`src/rtl/ysyx_23060061_idu.sv`:
```
// Registered RV32I decode stage: one-entry output buffer with valid/ready on both sides,
// control-bundle and immediate generation, illegal detection, flush and a saturating retire count.
module ysyx_23060061_idu #(
  parameter int unsigned XLEN         = 32,
  parameter int unsigned CNT_W        = 16,
  parameter logic [XLEN-1:0] RESET_PC_VAL = '0
) (
  input  logic             clk,
  input  logic             rst,
  input  logic             in_valid,
  output logic             in_ready,
  input  logic [31:0]      in_inst,
  input  logic [XLEN-1:0]  in_pc,
  input  logic             flush,
  output logic             out_valid,
  input  logic             out_ready,
  output logic [XLEN-1:0]  out_pc,
  output logic [XLEN-1:0]  out_imm,
  output logic [4:0]       out_rs1,
  output logic [4:0]       out_rs2,
  output logic [4:0]       out_rd,
  output logic [2:0]       out_instType,
  output logic [3:0]       out_aluOp,
  output logic             out_aluAsel,
  output logic             out_aluBsel,
  output logic             out_RegWrite,
  output logic             out_MemRead,
  output logic             out_MemWrite,
  output logic             out_branch,
  output logic             out_jump,
  output logic [2:0]       out_memSize,
  output logic [1:0]       out_WBSel,
  output logic             out_ebreak,
  output logic             out_ecall,
  output logic             out_illegal,
  output logic [CNT_W-1:0] dec_count
);

  typedef enum logic [6:0] {
    OP_R      = 7'b0110011,
    OP_IALU   = 7'b0010011,
    OP_LOAD   = 7'b0000011,
    OP_STORE  = 7'b0100011,
    OP_BRANCH = 7'b1100011,
    OP_LUI    = 7'b0110111,
    OP_AUIPC  = 7'b0010111,
    OP_JAL    = 7'b1101111,
    OP_JALR   = 7'b1100111,
    OP_SYSTEM = 7'b1110011
  } opcode_e;

  typedef enum logic [2:0] {
    T_R = 3'd0, T_I = 3'd1, T_S = 3'd2, T_B = 3'd3, T_U = 3'd4, T_J = 3'd5, T_NONE = 3'd7
  } inst_type_e;

  typedef enum logic [3:0] {
    ALU_ADD = 4'd0, ALU_SUB = 4'd1, ALU_SLL = 4'd2, ALU_SLT = 4'd3, ALU_SLTU = 4'd4,
    ALU_XOR = 4'd5, ALU_SRL = 4'd6, ALU_SRA = 4'd7, ALU_OR = 4'd8, ALU_AND = 4'd9,
    ALU_PASSB = 4'd10, ALU_ADDCLR = 4'd11
  } alu_op_e;

  typedef struct packed {
    logic [XLEN-1:0] imm;
    logic [4:0]      rs1;
    logic [4:0]      rs2;
    logic [4:0]      rd;
    inst_type_e      instType;
    alu_op_e         aluOp;
    logic            aSel;
    logic            bSel;
    logic            regWrite;
    logic            memRead;
    logic            memWrite;
    logic            branch;
    logic            jump;
    logic [2:0]      memSize;
    logic [1:0]      wbSel;
    logic            ebreak;
    logic            ecall;
    logic            illegal;
  } bundle_t;

  bundle_t          dec, bundle_q;
  logic             valid_q;
  logic [XLEN-1:0]  pc_q;
  logic [CNT_W-1:0] cnt_q;
  logic [31:0]      imm32;
  logic [2:0]       f3;
  logic [6:0]       f7;
  logic             accept, retire;

  assign f3 = in_inst[14:12];
  assign f7 = in_inst[31:25];

  always_comb begin
    dec      = '0;
    imm32    = '0;
    dec.instType = T_NONE;
    dec.aluOp    = ALU_ADD;
    if (in_inst[1:0] != 2'b11) begin
      dec.illegal = 1'b1;
    end else begin
      case (in_inst[6:0])
        OP_R: begin
          dec.instType = T_R;
          dec.rs1 = in_inst[19:15]; dec.rs2 = in_inst[24:20]; dec.rd = in_inst[11:7];
          dec.regWrite = 1'b1;
          case (f3)
            3'd0: dec.aluOp = f7[5] ? ALU_SUB : ALU_ADD;
            3'd1: dec.aluOp = ALU_SLL;
            3'd2: dec.aluOp = ALU_SLT;
            3'd3: dec.aluOp = ALU_SLTU;
            3'd4: dec.aluOp = ALU_XOR;
            3'd5: dec.aluOp = f7[5] ? ALU_SRA : ALU_SRL;
            3'd6: dec.aluOp = ALU_OR;
            default: dec.aluOp = ALU_AND;
          endcase
          if (!(f7 == 7'b0000000 || (f7 == 7'b0100000 && (f3 == 3'd0 || f3 == 3'd5))))
            dec.illegal = 1'b1;
        end
        OP_IALU: begin
          dec.instType = T_I;
          dec.rs1 = in_inst[19:15]; dec.rd = in_inst[11:7];
          dec.bSel = 1'b1; dec.regWrite = 1'b1;
          imm32 = {{20{in_inst[31]}}, in_inst[31:20]};
          case (f3)
            3'd0: dec.aluOp = ALU_ADD;
            3'd1: dec.aluOp = ALU_SLL;
            3'd2: dec.aluOp = ALU_SLT;
            3'd3: dec.aluOp = ALU_SLTU;
            3'd4: dec.aluOp = ALU_XOR;
            3'd5: dec.aluOp = f7[5] ? ALU_SRA : ALU_SRL;
            3'd6: dec.aluOp = ALU_OR;
            default: dec.aluOp = ALU_AND;
          endcase
          if ((f3 == 3'd1 && f7 != 7'b0000000) ||
              (f3 == 3'd5 && f7 != 7'b0000000 && f7 != 7'b0100000))
            dec.illegal = 1'b1;
        end
        OP_LOAD: begin
          dec.instType = T_I;
          dec.rs1 = in_inst[19:15]; dec.rd = in_inst[11:7];
          dec.bSel = 1'b1; dec.regWrite = 1'b1; dec.memRead = 1'b1;
          dec.wbSel = 2'b10; dec.memSize = f3;
          imm32 = {{20{in_inst[31]}}, in_inst[31:20]};
          if (f3 == 3'd3 || f3 == 3'd6 || f3 == 3'd7) dec.illegal = 1'b1;
        end
        OP_STORE: begin
          dec.instType = T_S;
          dec.rs1 = in_inst[19:15]; dec.rs2 = in_inst[24:20];
          dec.bSel = 1'b1; dec.memWrite = 1'b1; dec.memSize = f3;
          imm32 = {{20{in_inst[31]}}, in_inst[31:25], in_inst[11:7]};
          if (f3 > 3'd2) dec.illegal = 1'b1;
        end
        OP_BRANCH: begin
          dec.instType = T_B;
          dec.rs1 = in_inst[19:15]; dec.rs2 = in_inst[24:20];
          dec.branch = 1'b1;
          dec.aluOp = (f3[2:1] == 2'b00) ? ALU_SUB : (f3[1] ? ALU_SLTU : ALU_SLT);
          imm32 = {{19{in_inst[31]}}, in_inst[31], in_inst[7], in_inst[30:25], in_inst[11:8], 1'b0};
          if (f3 == 3'd2 || f3 == 3'd3) dec.illegal = 1'b1;
        end
        OP_LUI, OP_AUIPC: begin
          dec.instType = T_U;
          dec.rd = in_inst[11:7];
          dec.bSel = 1'b1; dec.regWrite = 1'b1;
          dec.aSel  = (in_inst[6:0] == OP_AUIPC);
          dec.aluOp = (in_inst[6:0] == OP_AUIPC) ? ALU_ADD : ALU_PASSB;
          imm32 = {in_inst[31:12], 12'b0};
        end
        OP_JAL: begin
          dec.instType = T_J;
          dec.rd = in_inst[11:7];
          dec.aSel = 1'b1; dec.bSel = 1'b1; dec.jump = 1'b1; dec.regWrite = 1'b1;
          dec.wbSel = 2'b01;
          imm32 = {{11{in_inst[31]}}, in_inst[31], in_inst[19:12], in_inst[20], in_inst[30:21], 1'b0};
        end
        OP_JALR: begin
          dec.instType = T_I;
          dec.rs1 = in_inst[19:15]; dec.rd = in_inst[11:7];
          dec.bSel = 1'b1; dec.jump = 1'b1; dec.regWrite = 1'b1;
          dec.aluOp = ALU_ADDCLR; dec.wbSel = 2'b01;
          imm32 = {{20{in_inst[31]}}, in_inst[31:20]};
          if (f3 != 3'd0) dec.illegal = 1'b1;
        end
        OP_SYSTEM: begin
          if (in_inst == 32'h0010_0073)      dec.ebreak  = 1'b1;
          else if (in_inst == 32'h0000_0073) dec.ecall   = 1'b1;
          else                               dec.illegal = 1'b1;
        end
        default: dec.illegal = 1'b1;
      endcase
    end
    dec.imm = XLEN'($signed(imm32));
    if (dec.illegal || dec.ebreak || dec.ecall) begin
      dec.regWrite = 1'b0; dec.memRead = 1'b0; dec.memWrite = 1'b0;
      dec.branch   = 1'b0; dec.jump    = 1'b0;
    end
  end

  assign in_ready = !valid_q || out_ready;
  assign accept   = in_valid && in_ready && !flush;
  assign retire   = valid_q && out_ready && !flush;

  // pc is held across bubbles; the rest of the bundle is zeroed whenever out_valid drops
  always_ff @(posedge clk) begin
    if (rst) begin
      valid_q  <= 1'b0;
      pc_q     <= RESET_PC_VAL;
      bundle_q <= '0;
      cnt_q    <= '0;
    end else begin
      if (flush) begin
        valid_q  <= 1'b0;
        bundle_q <= '0;
      end else if (accept) begin
        valid_q  <= 1'b1;
        pc_q     <= in_pc;
        bundle_q <= dec;
      end else if (out_ready) begin
        valid_q  <= 1'b0;
        bundle_q <= '0;
      end
      if (retire && cnt_q != '1) cnt_q <= cnt_q + CNT_W'(1);
    end
  end

  assign out_valid    = valid_q;
  assign out_pc       = pc_q;
  assign out_imm      = bundle_q.imm;
  assign out_rs1      = bundle_q.rs1;
  assign out_rs2      = bundle_q.rs2;
  assign out_rd       = bundle_q.rd;
  assign out_instType = bundle_q.instType;
  assign out_aluOp    = bundle_q.aluOp;
  assign out_aluAsel  = bundle_q.aSel;
  assign out_aluBsel  = bundle_q.bSel;
  assign out_RegWrite = bundle_q.regWrite;
  assign out_MemRead  = bundle_q.memRead;
  assign out_MemWrite = bundle_q.memWrite;
  assign out_branch   = bundle_q.branch;
  assign out_jump     = bundle_q.jump;
  assign out_memSize  = bundle_q.memSize;
  assign out_WBSel    = bundle_q.wbSel;
  assign out_ebreak   = bundle_q.ebreak;
  assign out_ecall    = bundle_q.ecall;
  assign out_illegal  = bundle_q.illegal;
  assign dec_count    = cnt_q;

endmodule

```
`config.mk`:
```
export PLATFORM = sky130hd
export DESIGN_NAME = ysyx_23060061_idu
export DESIGN_NICKNAME = d
export VERILOG_FILES = /design/src/rtl/ysyx_23060061_idu.sv
export SDC_FILE = /design/constraint.sdc
export NUM_CORES = 1
export LEC_CHECK = 0
export BUFFER_PORTS_ARGS = -buffer_cell sky130_fd_sc_hd__buf_2
export CAP_MARGIN = 20
export CORE_MARGIN = 2
export CORE_UTILIZATION = 45
export DETAILED_ROUTE_END_ITERATION = 8
export PLACE_DENSITY = 0.77
export SYNTH_ARGS = -nofsm -noshare
export SYNTH_HDL_FRONTEND = slang
export SYNTH_SLANG_ARGS = --single-unit
```
`constraint.sdc`:
```
create_clock -name clk -period 1.7 [get_ports clk]
set_clock_uncertainty 0.1 [all_clocks]
set_input_delay 0.34 -clock clk [delete_from_list [all_inputs] [get_ports clk]]
set_output_delay 0.34 -clock clk [all_outputs]
set_load 0.1 [all_outputs]
```
==> results.sh, run 1 <==
export IMPL_violations="negative setup slack"
export IMPL_synth_async_reset_ratio_pct=0
export IMPL_pwr_density_cell_nw_per_um2=928.6
export IMPL_grt_pass1_wl_microns=27740
export IMPL_status="finished, violations left"
export IMPL_synth_nets=689
export IMPL_drt_wl_total_microns=17710
export IMPL_p_total_mw=7.247
export IMPL_diodes=0
export IMPL_final_nets=965
export IMPL_dieArea_sq_um=12250
export IMPL_cp_start_kind="flop"
export IMPL_ys_flop_type="dfxtp_1"
export IMPL_cts_hold_buf=0
export IMPL_cts_max_level=4
export IMPL_grt_overflow=0
export IMPL_placed_area_sq_um=7044
export IMPL_gp_congestion=0.9144
export IMPL_final_cells=1047
export IMPL_syn_inst=619
export IMPL_die_w_microns=110.7
export IMPL_initial_core_util_pct=46.63
export IMPL_clk_pin_slew_ns=0.05
export IMPL_drt_iter0_markers=545
export IMPL_setup_viol=3
export IMPL_ys_seq_area_share_pct=46.13
export IMPL_yosysWarnings=0
export IMPL_ant_nets=0
export IMPL_relSlewSlack_pct=65.45
export IMPL_num_rows=38
export IMPL_maxCapViolations=0
export IMPL_hpwl_microns=12970
export IMPL_critPathCaptureType="output port"
export IMPL_hold_viol_final=0
export IMPL_syn_area_per_cell_sq_um=8.273
export IMPL_arrival_ns=1.29
export IMPL_max_freq_ghz=0.5781
export IMPL_vdd_drop_max_v=0.0006468
export IMPL_clkPwrFrac_pct=48.5
export IMPL_synth_edf_count=0
export IMPL_dpl_cell_count=1011
export IMPL_synth_area_leader_cell="dfxtp_1"
export IMPL_grt_pass1_vias=5651
export IMPL_coreArea_sq_um=10980
export IMPL_path_class="flop to output port"
export IMPL_cts_root_buf="clkbuf_16"
export IMPL_yosysMostFrequentCell="dfxtp_1"
export IMPL_finalCritPeriodShare_pct=101.8
export IMPL_synth_common_cells="118 x dfxtp_1, 114 x nand2_1, 71 x a21oi_1"
export IMPL_switching_share_pct=26.00
export IMPL_clk_path_buf_depth=2
export IMPL_grt_max_degree=50
export IMPL_die_y_microns=110.7
export IMPL_cts_tree="done"
export IMPL_antenna_found_initial=0
export IMPL_combPwrFrac_pct=12.8
export IMPL_drtPass1Iterations=5
export IMPL_numCtsBuffers=17
export IMPL_clock_latency_ns=0.40
export IMPL_rsz0062_at_grt="true"
export IMPL_yosys_area_top_type_share_pct=46.13
export IMPL_fillers=835
export IMPL_finalMaxSlewViolations=0
export IMPL_hold_path_class="input pin to flop"
export IMPL_via_per_inst=5.480
export IMPL_crit_required_ns=1.26
export IMPL_power_frac_seq_pct=38.7
export IMPL_fin_ws_ns=-0.02976
export IMPL_stdcell_area_sq_um=7804
export IMPL_ys_types=64
export IMPL_area_growth_pct=52.38
export IMPL_final_core_util_pct=71.05
export IMPL_via_count=5738
export IMPL_syn_area_sq_um=5121
export IMPL_drive_above_1_share_pct=44.43
export IMPL_wire_per_inst_microns=16.91
export IMPL_track_usage_pct=27.84
export IMPL_worst_pin_slew_ns=0.5135
export IMPL_p_leak_nw=3.371
export IMPL_io_pins=188
export IMPL_p_int_mw=5.362
export IMPL_ys_ff_latch=118
export IMPL_clock_sinks=118
export IMPL_port_buffers=187
export IMPL_period_minus_slack_ns=1.730
export IMPL_p_switching_mw=1.885
export IMPL_drc_errors=0
export IMPL_synthTopCellsByArea="dfxtp_1 46%, nand2_1 8.4%, a21oi_1 6.9%"
export IMPL_critPathMaxFanout=5
[worst max-delay path: stages, from the launching register on]
cell and delay [ns]:
dfxtp_4 0.35, nor2b_4 0.19, clkinvlp_4 0.15, buf_8 0.19
[power groups by stage]
stage / Combinational (mW) / Clock, mW / Sequential, mW
5_1_grt: 0.981 / 3.68 / 2.81
2_1_floorplan: 0.271 / 0 / 3.15
6_report: 0.930 / 3.51 / 2.80
3_3_place_gp: 0.900 / 0 / 2.86
4_1_cts: 0.919 / 3.56 / 2.80
3_5_place_dp: 0.913 / 0 / 2.86
[final cells by class]
cell class / instances / area (sq um) / share of cell area (%)
well taps: 140 / 175.2 / 2.245
repair buffers: 300 / 1844 / 23.63
inverters: 11 / 45.04 / 0.5772
multi-input cells: 447 / 2729 / 34.97
clock inverters: 9 / 100.1 / 1.283
clock buffers: 22 / 484.2 / 6.205
flip-flops and latches: 118 / 2426 / 31.09
[flip-flops by register name, indices dropped and copies added (netlist names)]
name          cells
out_illegal       1
out_rd            5
out_ecall         1
out_aluOp         4
out_MemRead       1
out_WBSel         2
out_imm          32
out_pc           32
out_instType      3
dec_count        16
out_valid         1
out_memSize       3
out_rs2           5
out_ebreak        1
out_jump          1
out_aluAsel       1
out_RegWrite      1
out_branch        1
out_aluBsel       1
out_MemWrite      1
out_rs1           5
[metrics by stage]
step | hold slack [ns] | setup slack (ns) | setup TNS, ns
after floorplan | 0.3594 | -0.4173 | -22.11
after global placement | 0.3345 | -0.2743 | -8.870
after detailed placement | 0.3401 | -0.2809 | -10.17
after CTS | 0.05519 | -0.03643 | -0.03643
after global routing | 0.06885 | -0.09354 | -0.6316
final | 0.06955 | -0.02976 | -0.06259
[layer usage]
metal  global-route usage (%)  vias to the layer above  part of all wire (%)
met5                        0                        -                     0
met4                    9.583                        0                   2.3
met3                    8.092                       40                   7.2
met2                    48.18                      271                    50
met1                    33.00                     2692                    41
li1                         -                     2735                     -
[logic make-up (layout without fill, tap and decap cells)]
kind of cell	after synthesis	in the layout	share of synthesized area [%]
xor+xnor	13	13	2.223
fa+ha+maj	1	1	0.2443
simple gates	255	255	22.89
mux	2	2	0.3909
buf+inv	54	342	5.057
compound gates	176	176	23.06
flops	118	118	46.13
[placed cells by master (no fill, tap or decap), types with 8 or more instances in the layout]
cell type,count
inv_1,10
buf_2,184
a22oi_1,31
o21ai_0,18
nor3_1,8
xnor2_1,11
nand2_1,112
nor2_1,60
buf_4,110
o21ai_2,10
dfxtp_4,17
nand4_1,8
nor4_1,9
clkbuf_16,17
nand3_1,9
dfxtp_1,101
a21oi_1,67
[final timing paths]
path                 from           end  slack, ns  cells after the start
max             out_valid      in_ready      -0.03                      3
min             in_pc[12]    out_pc[12]       0.07                      3
max reg2reg  dec_count[6]  dec_count[1]      -0.02                      7
min reg2reg    out_pc[24]    out_pc[24]       0.35                      2
[repair_timing]
action                                  in CTS  in global routing
endpoints found under the setup margin       3                 20
setup buffers                                1                  4
gates resized for setup                      6                 19
pin swaps                                    0                  6
Note: power is estimated with default switching activity, not from simulation.
==> run 2, diff against run 1 <==
CORE_UTILIZATION = 49   (was 45)
PLACE_DENSITY = 0.79   (was 0.77)
clock period = 1.85 ns   (was 1.7 ns; I/O delays follow)
==> run 2 against run 1 <==
The flow now finishes without violations. Cell area grew 0.91%. Largest cell class unchanged. Core utilization grew 5.9 points. Worst hold slack lost 0.062 ns. Sequential cell count is the same. Highest routed layer unchanged.
==> results.sh, run 2 (synthesis results as in run 1) <==
export IMPL_clock_sinks=118
export IMPL_via_count=5921
export IMPL_grt_pass1_vias=5657
export IMPL_via_per_inst=5.596
export IMPL_cts_tree="done"
export IMPL_die_w_microns=106.2
export IMPL_drc_errors=0
export IMPL_hpwl_microns=12500
export IMPL_io_pins=188
export IMPL_clk_path_buf_depth=2
export IMPL_grt_pass1_wl_microns=28420
export IMPL_cts_max_level=4
export IMPL_path_class="flop to output port"
export IMPL_finalMaxSlewViolations=0
export IMPL_r2r_end="out_imm[11]"
export IMPL_ant_nets=0
export IMPL_vdd_drop_max_v=0.0004695
export IMPL_dieArea_sq_um=11280
export IMPL_whs_path_depth=3
export IMPL_die_y_microns=106.2
export IMPL_relSlewSlack_pct=65.61
export IMPL_placed_area_sq_um=6880
export IMPL_period_minus_slack_ns=1.820
export IMPL_tns_ns=0
export IMPL_clk_pin_slew_ns=0.06
export IMPL_seqCellArea_sq_um=2421
export IMPL_max_freq_ghz=0.5495
export IMPL_multiInputGateArea_sq_um=2586
export IMPL_gp_congestion=0.9162
export IMPL_clkPwrFrac_pct=50.4
export IMPL_drt_iter0_markers=425
export IMPL_drt_wl_total_microns=18620
export IMPL_status="completed"
export IMPL_port_buffers=187
export IMPL_finalCritPeriodShare_pct=98.37
export IMPL_initial_core_util_pct=50.06
export IMPL_dpl_cell_count=995
export IMPL_stdcell_area_sq_um=7875
export IMPL_drive_above_1_share_pct=41.15
export IMPL_clock_latency_ns=0.52
export IMPL_r2r_cells=7
export IMPL_power_frac_seq_pct=36.9
export IMPL_critPathMaxFanout=5
export IMPL_worst_pin_slew_ns=0.5194
export IMPL_grt_max_degree=50
export IMPL_p_leak_nw=3.427
export IMPL_drtPass1Iterations=5
export IMPL_coreArea_sq_um=10230
export IMPL_maxCapViolations=0
export IMPL_crit_required_ns=1.38
export IMPL_cp_start_kind="flop"
export IMPL_fillers=708
export IMPL_hold_path_class="input pin to flop"
export IMPL_final_cell_mix="182 x buf_2, 112 x nand2_1, 101 x dfxtp_1"
export IMPL_hp_start="in_pc[11]"
export IMPL_p_switching_mw=1.851
export IMPL_r2r_start="out_valid"
export IMPL_hold_viol_final=0
export IMPL_area_growth_pct=53.77
export IMPL_combPwrFrac_pct=12.8
export IMPL_pwr_density_cell_nw_per_um2=889.5
export IMPL_numCtsBuffers=17
export IMPL_track_usage_pct=32.06
export IMPL_worstHoldEndpoint="out_pc[11]"
export IMPL_final_nets=978
export IMPL_critPathCaptureType="output port"
export IMPL_p_int_mw=5.154
export IMPL_final_cells=1058
export IMPL_layout_commonest_cell="buf_2"
export IMPL_num_rows=37
export IMPL_rsz0062_at_grt="true"
export IMPL_r2r_slack_ns=0.05
export IMPL_cts_root_buf="clkbuf_8"
export IMPL_setup_viol=0
export IMPL_switching_share_pct=26.42
export IMPL_wire_per_inst_microns=17.60
export IMPL_arrival_ns=1.35
export IMPL_antenna_found_initial=1
export IMPL_grt_overflow=0
## run 2: cell count changes in the layout (fill, tap and decap cells not counted), sizes merged
cell,previous run,this run
clkbuf,23,24
buf,299,282
diode,0,1
bufinv,2,3
inv,10,13
clkinv,5,3
dlygate4sd3,0,28
## run 2: timing repair
action | CTS | global route
endpoints found under the hold margin | 28 | 0
hold buffers | 28 | 0
resized for setup | 4 | 10
buffers inserted | 2 | 0
endpoints found under the setup margin | 2 | 42
## run 2: worst max path at each step
stage / startpoint / end / slack [ns] / cells after the start
finish: out_valid / in_ready / 0.03 / 3
global route: out_valid / out_imm[11] / -0.05 / 7
CTS: out_valid / out_imm[11] / 0.01 / 7
detailed placement: in_inst[31] / out_illegal / -0.24 / 7
global placement: in_inst[31] / out_illegal / -0.19 / 7
floorplan: out_valid / out_pc[25] / -0.27 / 7
## run 2: worst max-delay path, cell delays in order, from the launching register on
cell	delay (ns)
dfxtp_4	0.37
nor2b_4	0.17
clkinvlp_4	0.11
buf_8	0.18
## run 2: power by group through the flow
| stage | clock, mW | sequential (mW) | combinational (mW) |
|---|---|---|---|
| 5_1_grt | 3.68 | 2.58 | 0.936 |
| 6_report | 3.53 | 2.58 | 0.894 |
| 2_1_floorplan | 0 | 2.90 | 0.243 |
| 3_5_place_dp | 0 | 2.63 | 0.815 |
| 4_1_cts | 3.55 | 2.58 | 0.867 |
| 3_3_place_gp | 0 | 2.63 | 0.805 |
## run 2: final cells by class
type / instances / area share [%]
multi-input cells: 447 / 32.84
flip-flops and latches: 118 / 30.74
repair buffers: 313 / 25.41
clock buffers: 21 / 6.244
well taps: 136 / 2.161
clock inverters: 11 / 2.002
inverters: 11 / 0.5720
diodes: 1 / 0.03178
## run 2: routing by layer
metal	share of wire, %	up-vias	track usage [%]	wire length, microns
met1	40	2799	37.72	7426
met2	49	301	55.36	9166
li1	-	2772	-	-
met4	3.1	0	14.57	568
met3	7.8	49	7.419	1458
met5	0	-	0	0
## run 2: stage by stage
stage / power, mW / hold WS [ns] / util (%) / setup slack, ns
finish: 7.005 / 0.007914 / 76.97 / 0.03025
global route: 7.203 / 0.01086 / 76.97 / -0.05063
CTS: 6.997 / 0.0003520 / 76.61 / 0.01065
detailed placement: 3.448 / 0.3384 / 67.25 / -0.2361
global placement: 3.436 / 0.3352 / 67.25 / -0.1930
floorplan: 3.141 / 0.3894 / - / -0.2674
